## config.mk

```make
export PLATFORM = sky130hd
export DESIGN_NAME = multi_pwm
export DESIGN_NICKNAME = d
export VERILOG_FILES = /design/src/rtl/multi_pwm.sv
export SDC_FILE = /design/constraint.sdc
export NUM_CORES = 1
export LEC_CHECK = 0
export CAP_MARGIN = 40
export CORE_ASPECT_RATIO = 0.75
export CORE_MARGIN = 5
export CORE_UTILIZATION = 50
export CTS_CLUSTER_SIZE = 25
export DETAILED_ROUTE_END_ITERATION = 16
export PLACE_DENSITY = 0.87
export RECOVER_POWER = 100
export SYNTH_ARGS = -nofsm -noshare
export SYNTH_HDL_FRONTEND = slang
export SYNTH_SLANG_ARGS = --single-unit
```

## constraint.sdc

```tcl
create_clock -name i_clk -period 2.4 [get_ports i_clk]
set_input_delay 0.48 -clock i_clk [delete_from_list [all_inputs] [get_ports i_clk]]
set_output_delay 0.48 -clock i_clk [all_outputs]
set_load 0.03 [all_outputs]
```

## src/rtl/multi_pwm.sv

```systemverilog
// multi_pwm: multi-channel PWM generator.
// One shared period counter, driven by a programmable prescaler, feeds
// CHANNELS duty comparators. Each channel has its own polarity. The counter
// runs edge-aligned (sawtooth) or center-aligned (triangle). Duty, polarity,
// mode and prescale are held in shadow registers. The shadows reload only at
// a period boundary, so mid-period writes never produce runt pulses.
module multi_pwm #(
    parameter int WIDTH    = 10,
    parameter int CHANNELS = 4,
    parameter int PRESC_W  = 8
) (
    input  logic                      i_clk,
    input  logic                      i_rst_n,
    input  logic                      i_en,
    input  logic                      i_mode,
    input  logic [PRESC_W-1:0]        i_presc,
    input  logic [CHANNELS*WIDTH-1:0] i_dc,
    input  logic [CHANNELS-1:0]       i_pol,
    output logic [CHANNELS-1:0]       o_pwm,
    output logic                      o_period_start
);

    typedef enum logic {
        DIR_UP   = 1'b0,
        DIR_DOWN = 1'b1
    } dir_t;

    localparam logic [WIDTH-1:0]   CNT_MAX   = '1;
    localparam logic [WIDTH-1:0]   CNT_ONE   = WIDTH'(1);
    localparam logic [PRESC_W-1:0] PRESC_ONE = PRESC_W'(1);

    logic [PRESC_W-1:0]        presc_cnt_reg;
    logic [WIDTH-1:0]          cnt_reg;
    dir_t                      dir_reg;

    logic [CHANNELS*WIDTH-1:0] dc_sh_reg;
    logic [CHANNELS-1:0]       pol_sh_reg;
    logic                      mode_sh_reg;
    logic [PRESC_W-1:0]        presc_sh_reg;

    logic [CHANNELS-1:0]       pwm_reg;
    logic [CHANNELS-1:0]       pwm_next;
    logic                      period_start_reg;
    logic                      period_start_next;

    logic                      tick;
    logic                      period_end;
    logic                      boundary;
    logic [CHANNELS-1:0]       active;

    // A counter step happens when the prescaler reaches its shadowed limit.
    assign tick = (presc_cnt_reg == presc_sh_reg);

    // Edge mode ends a period at the top of the ramp. Center mode ends it at
    // 1 on the way down, so that the next period restarts cleanly from 0.
    assign period_end = tick && (mode_sh_reg ? (dir_reg == DIR_DOWN && cnt_reg == CNT_ONE)
                                             : (cnt_reg == CNT_MAX));

    // While disabled, every clock acts as a boundary. The counters stay
    // parked at 0, and the shadows follow the live inputs.
    assign boundary = period_end || !i_en;

    // Prescaler, period counter and count direction.
    always_ff @(posedge i_clk or negedge i_rst_n) begin
        if (!i_rst_n) begin
            presc_cnt_reg <= '0;
            cnt_reg       <= '0;
            dir_reg       <= DIR_UP;
        end else if (boundary) begin
            presc_cnt_reg <= '0;
            cnt_reg       <= '0;
            dir_reg       <= DIR_UP;
        end else if (tick) begin
            presc_cnt_reg <= '0;
            if (!mode_sh_reg || dir_reg == DIR_UP) begin
                if (mode_sh_reg && cnt_reg == CNT_MAX) begin
                    // Top of the triangle: turn around without repeating MAX.
                    dir_reg <= DIR_DOWN;
                    cnt_reg <= CNT_MAX - CNT_ONE;
                end else begin
                    cnt_reg <= cnt_reg + CNT_ONE;
                end
            end else begin
                cnt_reg <= cnt_reg - CNT_ONE;
            end
        end else begin
            presc_cnt_reg <= presc_cnt_reg + PRESC_ONE;
        end
    end

    // Shadow settings load from the live inputs only on a period boundary.
    always_ff @(posedge i_clk or negedge i_rst_n) begin
        if (!i_rst_n) begin
            dc_sh_reg    <= '0;
            pol_sh_reg   <= '0;
            mode_sh_reg  <= 1'b0;
            presc_sh_reg <= '0;
        end else if (boundary) begin
            dc_sh_reg    <= i_dc;
            pol_sh_reg   <= i_pol;
            mode_sh_reg  <= i_mode;
            presc_sh_reg <= i_presc;
        end
    end

    // Per-channel duty compare. The polarity bit sets the inactive level.
    // When disabled, each channel holds its inactive level.
    generate
        for (genvar gi = 0; gi < CHANNELS; gi++) begin : g_chan
            assign active[gi]   = (cnt_reg < dc_sh_reg[gi*WIDTH +: WIDTH]);
            assign pwm_next[gi] = pol_sh_reg[gi] ^ (i_en & active[gi]);
        end
    endgenerate

    // The period-start marker coincides with the first output sample of a
    // period. Because it requires prescaler phase 0, it fires once per period.
    assign period_start_next = i_en && (cnt_reg == '0) && (presc_cnt_reg == '0)
                               && (dir_reg == DIR_UP);

    // Registered outputs, one clock behind the counter.
    always_ff @(posedge i_clk or negedge i_rst_n) begin
        if (!i_rst_n) begin
            pwm_reg          <= '0;
            period_start_reg <= 1'b0;
        end else begin
            pwm_reg          <= pwm_next;
            period_start_reg <= period_start_next;
        end
    end

    assign o_pwm          = pwm_reg;
    assign o_period_start = period_start_reg;

endmodule

```

Word-level counts from Yosys, hierarchy flattened
Index checks and enable logic that the tools add are counted.
W data, S select, Z words.
- register bits: 77
- input bits: 56
- output and inout port bits: 5
- word-level logic and storage cells: 55
- add/sub/neg operators: 3
- order comparisons: 4
- eq/ne operators: 3
- mux-type cells: 11
- bitwise logic cells: 9
- reductions and logical operators: 16
- operators with widths (operator ; count):
    $lt A10 B10 Y1 ; 4
    $mux W10 ; 4
    $mux W8 ; 2
    $add A10 B1 Y10 const B ; 1
    $eq A10 B1 Y1 const B ; 1
    $eq A10 B10 Y1 const B ; 1
    $logic_not A10 Y1 ; 1
    $sub A10 B1 Y10 const B ; 1
    $add A8 B1 Y8 const B ; 1
    $eq A8 B8 Y1 ; 1
    $logic_not A8 Y1 ; 1
    $logic_and A1 B1 Y1 ; 6
    $reduce_bool A2 Y1 ; 3
    $mux W1 ; 5
    $and A1 B1 Y1 ; 4
    $xor A1 B1 Y1 ; 4
    $reduce_and A3 Y1 ; 1
    $logic_not A1 Y1 ; 2
    $logic_or A1 B1 Y1 ; 2
    $not A1 Y1 ; 1

Depth between registers and ports, before layout
- depth in word-level cells: 7
- mapped depth: 9
- mapped depth without buffers: 7

Least setup slack after synthesis
OpenSTA, ideal clock, no wires.
- path type: reg2reg
- from: register cnt_reg[1]
- to: register dc_sh_reg[0]
- library setup time: 0.127 ns
- arrival time: 2.248 ns
- data required time: 2.273 ns
- path slack: 0.024 ns
- stages on the path, launching flop included: 9
- buffers on the path: 2
- clock period less this slack: 2.376 ns
- cell sequence: dfrtp_1 ha_1 nand4_2 or4_1 nand2_1 a21o_1 buf_4 buf_6 mux2_1
- word-level cells in the longest chain between the ends: 5
- elaborated cells on any way between the ends: 6
- classes of those cells: eq/ne: 2; mux: 1; reduce/logical: 3
- RTL lines (what ; line ; RTL):
    start, declared ; 33 ; logic [WIDTH-1:0] cnt_reg;
    start signal, assigned ; 79 ; cnt_reg <= CNT_MAX - CNT_ONE;
    start signal, assigned ; 81 ; cnt_reg <= cnt_reg + CNT_ONE;
    start signal, assigned ; 84 ; cnt_reg <= cnt_reg - CNT_ONE;
    $eq A10 B1 Y1 ; 56 ; assign period_end = tick && (mode_sh_reg ? (dir_reg == DIR_DOWN && cnt_reg == CNT_ONE)
    $logic_and A1 B1 Y1 ; 56 ;
    $mux W1 (*) ; 56 ;
    $logic_and A1 B1 Y1 (*) ; 56 ;
    $logic_or A1 B1 Y1 (*) ; 61 ; assign boundary = period_end || !i_en;
    end signal, assigned ; 99 ; dc_sh_reg <= i_dc;
    end, declared ; 36 ; logic [CHANNELS*WIDTH-1:0] dc_sh_reg;
Every way passes the cells marked *; elsewhere a longest branch is shown, timed or not.
A chain may end at the register's enable or synchronous reset.

Worst setup path in the final report
- from: register cnt_reg[1]
- to: register dc_sh_reg[7]
The elaborated chain is that of the path after synthesis.

==> load_flow_metrics.sql <==
INSERT INTO impl_metrics (metric_group, metric, value, unit) VALUES
('status', 'run_status', 'complete, but fails checks', ''),
('status', 'violated_checks', 'max-capacitance violations, max-slew violations', ''),
('sta', 'finalClockSkew', '5.64', 'ps'),
('synth', 'yosys_warnings', '0', ''),
('setup_path', 'critical_path.endpoint_type', 'flip-flop', ''),
('sta', 'max_freq', '444', 'MHz'),
('global_route', 'globalRoute.totalOverflow', '0', ''),
('power', 'totalPowerFinal', '3.37', 'mW'),
('sta', 'hold_ws', '488', 'ps'),
('sta', 'tightestPinTransition', '1900', 'ps'),
('place', 'hpwlAfterDp', '8.14', 'mm'),
('power', 'clkPwrFrac', '0.431', ''),
('synth', 'avg_cell_area_syn', '10.4', 'um^2'),
('sta', 'final.setup.tns', '0', 'ps'),
('synth', 'synth-seq-area-share', '0.417', ''),
('final_layout', 'drive_gt1_frac', '0.0857', ''),
('floorplan', 'initial_core_utilization', '0.511', ''),
('clock_tree', 'clock_sink_count', '77', ''),
('power', 'comb_power_share', '0.132', ''),
('place', 'detailed_place.area', '5480', 'um^2'),
('setup_path', 'setup.reg_to_reg.worst_slack', '150', 'ps'),
('global_route', 'grt_pass1_vias', '4089', ''),
('synth', 'biggest_area_consumer_among_synthesized_cells', 'sky130_fd_sc_hd__dfrtp_1', ''),
('clock_tree', 'clk_path_buf_depth', '2', ''),
('routing', 'drt_iter0_markers', '228', ''),
('clock_tree', 'cts_buffers', '9', ''),
('final_layout', 'final_cells', '653', ''),
('flow_run', 'drv_cap', '1', ''),
('sta', 'final-max-slew-violation-count', '78', ''),
('min_path', 'hold_end', 'dc_sh_reg[6]', ''),
('power', 'netSwitchingPower', '790', 'uW'),
('setup_path', 'timing.critical_path.from', 'cnt_reg[1]', ''),
('sta', 'finalCriticalPeriod', '2250', 'ps'),
('final_layout', 'num_antenna_cells', '0', ''),
('place', 'gp_routability_congestion', '0.958', ''),
('floorplan', 'floorplan.die_area', '11300', 'um^2'),
('global_route', 'antenna_found_initial', '0', ''),
('synth', 'synth.ff_latch_count', '77', ''),
('synth', 'syn-cell-area', '4620', 'um^2'),
('sta', 'finalWorstSetupSlack', '150', 'ps'),
('routing', 'drc', '0', ''),
('power', 'max-vdd-ir-drop', '0.394', 'mV'),
('setup_path', 'critical_path_class', 'reg -> reg', ''),
('power', 'power.internal', '2.58', 'mW'),
('clock_tree', 'h-tree-depth', '3', ''),
('floorplan', 'io-pin-count', '61', ''),
('setup_path', 'cp.required', '2610', 'ps'),
('setup_path', 'critical_path_peak_fanout', '34', ''),
('power', 'power.switching_fraction', '0.234', ''),
('routing', 'ant_nets', '0', ''),
('place', 'pre_cts_ws', '234', 'ps'),
('synth', 'synth_cells', '443', ''),
('final_layout', 'fin_nets', '618', ''),
('clock_tree', 'hold_buffers', '0', ''),
('place', 'dp.cells', '637', ''),
('place', 'buffer_ports.inserted', '60', ''),
('global_route', 'grt_use_total', '0.219', ''),
('synth', 'yosys-top-cells-area', 'sky130_fd_sc_hd__dfrtp_1 (42%), sky130_fd_sc_hd__mux2_1 (13%), sky130_fd_sc_hd__ha_1 (11%), sky130_fd_sc_hd__inv_1 (3.9%), sky130_fd_sc_hd__a21oi_1 (2.6%)', ''),
('global_route', 'largest_net_degree_at_the_start_of_global_routing', '78', ''),
('clock_tree', 'cts.root.buffer_cell', 'sky130_fd_sc_hd__clkbuf_16', ''),
('routing', 'vias', '3785', ''),
('min_path', 'worstHoldPathType', 'reg -> reg', ''),
('clock_tree', 'worstSkewPairLatency', '330', 'ps'),
('synth', 'synth_edf_count', '0', ''),
('floorplan', 'placeableCoreArea', '9050', 'um^2'),
('min_path', 'holdPathStages', '1', ''),
('routing', 'routedWlPerCell', '17.7', 'um'),
('synth', 'netlist.area_leader.share', '0.417', ''),
('synth', 'async_reset_ff_frac', '1.00', ''),
('routing', 'firstDrtPassIters', '5', ''),
('setup_path', 'r2r_cells', '7', '');
worst max-delay path, stage by stage, from the launching register on:
cell,delay (ps)
sky130_fd_sc_hd__dfrtp_1,360
sky130_fd_sc_hd__ha_1,190
sky130_fd_sc_hd__nand4_2,120
sky130_fd_sc_hd__or4_1,540
sky130_fd_sc_hd__nand2_1,90
sky130_fd_sc_hd__a21o_2,140
sky130_fd_sc_hd__buf_6,290
sky130_fd_sc_hd__mux2_1,370
Yosys cell counts, drive strengths merged, types with 4 or more instances:
cell type and number:
and3 5, nand2b 8, nor2 14, o21ai 15, a2111o 4, inv 48, xor2 5, o22ai 4
a31oi 6, nor3 11, xnor2 9, nand3 17, a21o 10, nand2 20, clkbuf 8, nor4 6
dfrtp 77, mux2 53, o211ai 6, a21oi 24, a2111oi 4, ha 42, buf 11, nand4 7
placed cells by master (no fill, tap or decap), types with 11 or more instances in the layout:
| master | instances |
|---|---|
| sky130_fd_sc_hd__nand3_1 | 17 |
| sky130_fd_sc_hd__clkdlybuf4s50_1 | 54 |
| sky130_fd_sc_hd__nor3_1 | 11 |
| sky130_fd_sc_hd__nor2_1 | 14 |
| sky130_fd_sc_hd__o21ai_0 | 14 |
| sky130_fd_sc_hd__nand2_1 | 20 |
| sky130_fd_sc_hd__ha_1 | 42 |
| sky130_fd_sc_hd__mux2_1 | 53 |
| sky130_fd_sc_hd__a21oi_1 | 24 |
| sky130_fd_sc_hd__dfrtp_1 | 77 |
| sky130_fd_sc_hd__buf_4 | 21 |
| sky130_fd_sc_hd__inv_1 | 48 |
layer usage:
metal	GRT usage	share of wire
met1	0.272	0.40
met2	0.356	0.48
met3	0.0556	0.079
met4	0.107	0.036
met5	0	0
power groups by stage:
stage	sequential, mW	clock [mW]	combinational [mW]
global route	1.48	1.53	0.502
global placement	1.49	0	0.428
floorplan	1.50	0	0.226
finish	1.47	1.45	0.445
CTS	1.47	1.47	0.462
detailed placement	1.50	0	0.453
area by class of cell:
class | count | area [um^2]
tap | 128 | 160
timing repair buffer | 85 | 779
clock buffer | 14 | 294
clock inverter | 2 | 37.5
fill | 687 | 3280
inverter | 48 | 180
sequential | 77 | 1930
multi-input combinational | 299 | 2390
logic make-up (layout without fill, tap and decap cells):
group,after synthesis,count (layout),share of synthesized area
AO/OA/AOI/OAI,88,88,0.126
XOR/XNOR,14,14,0.0266
adder cells (fa/ha/maj),42,42,0.114
buffers and inverters,67,149,0.0658
flip-flops,77,77,0.417
multiplexers,53,53,0.129
AND/OR/NAND/NOR,102,102,0.122
how the worst max path moves through the flow:
stage	to	slack, ps	depth (start not counted)
final	dc_sh_reg[7]	150	7
after global routing	o_pwm[0]	10	6
after CTS	o_pwm[1]	30	6
after detailed placement	dc_sh_reg[5]	230	7
after global placement	dc_sh_reg[14]	300	7
after floorplan	dc_sh_reg[0]	20	8
what timing repair did:
| action | in CTS | in global routing |
|---|---|---|
| endpoints found under the setup margin | 0 | 1 |
| gates resized for setup | 0 | 3 |
| setup buffers | 0 | 0 |
(Power assumes the default switching activity.)
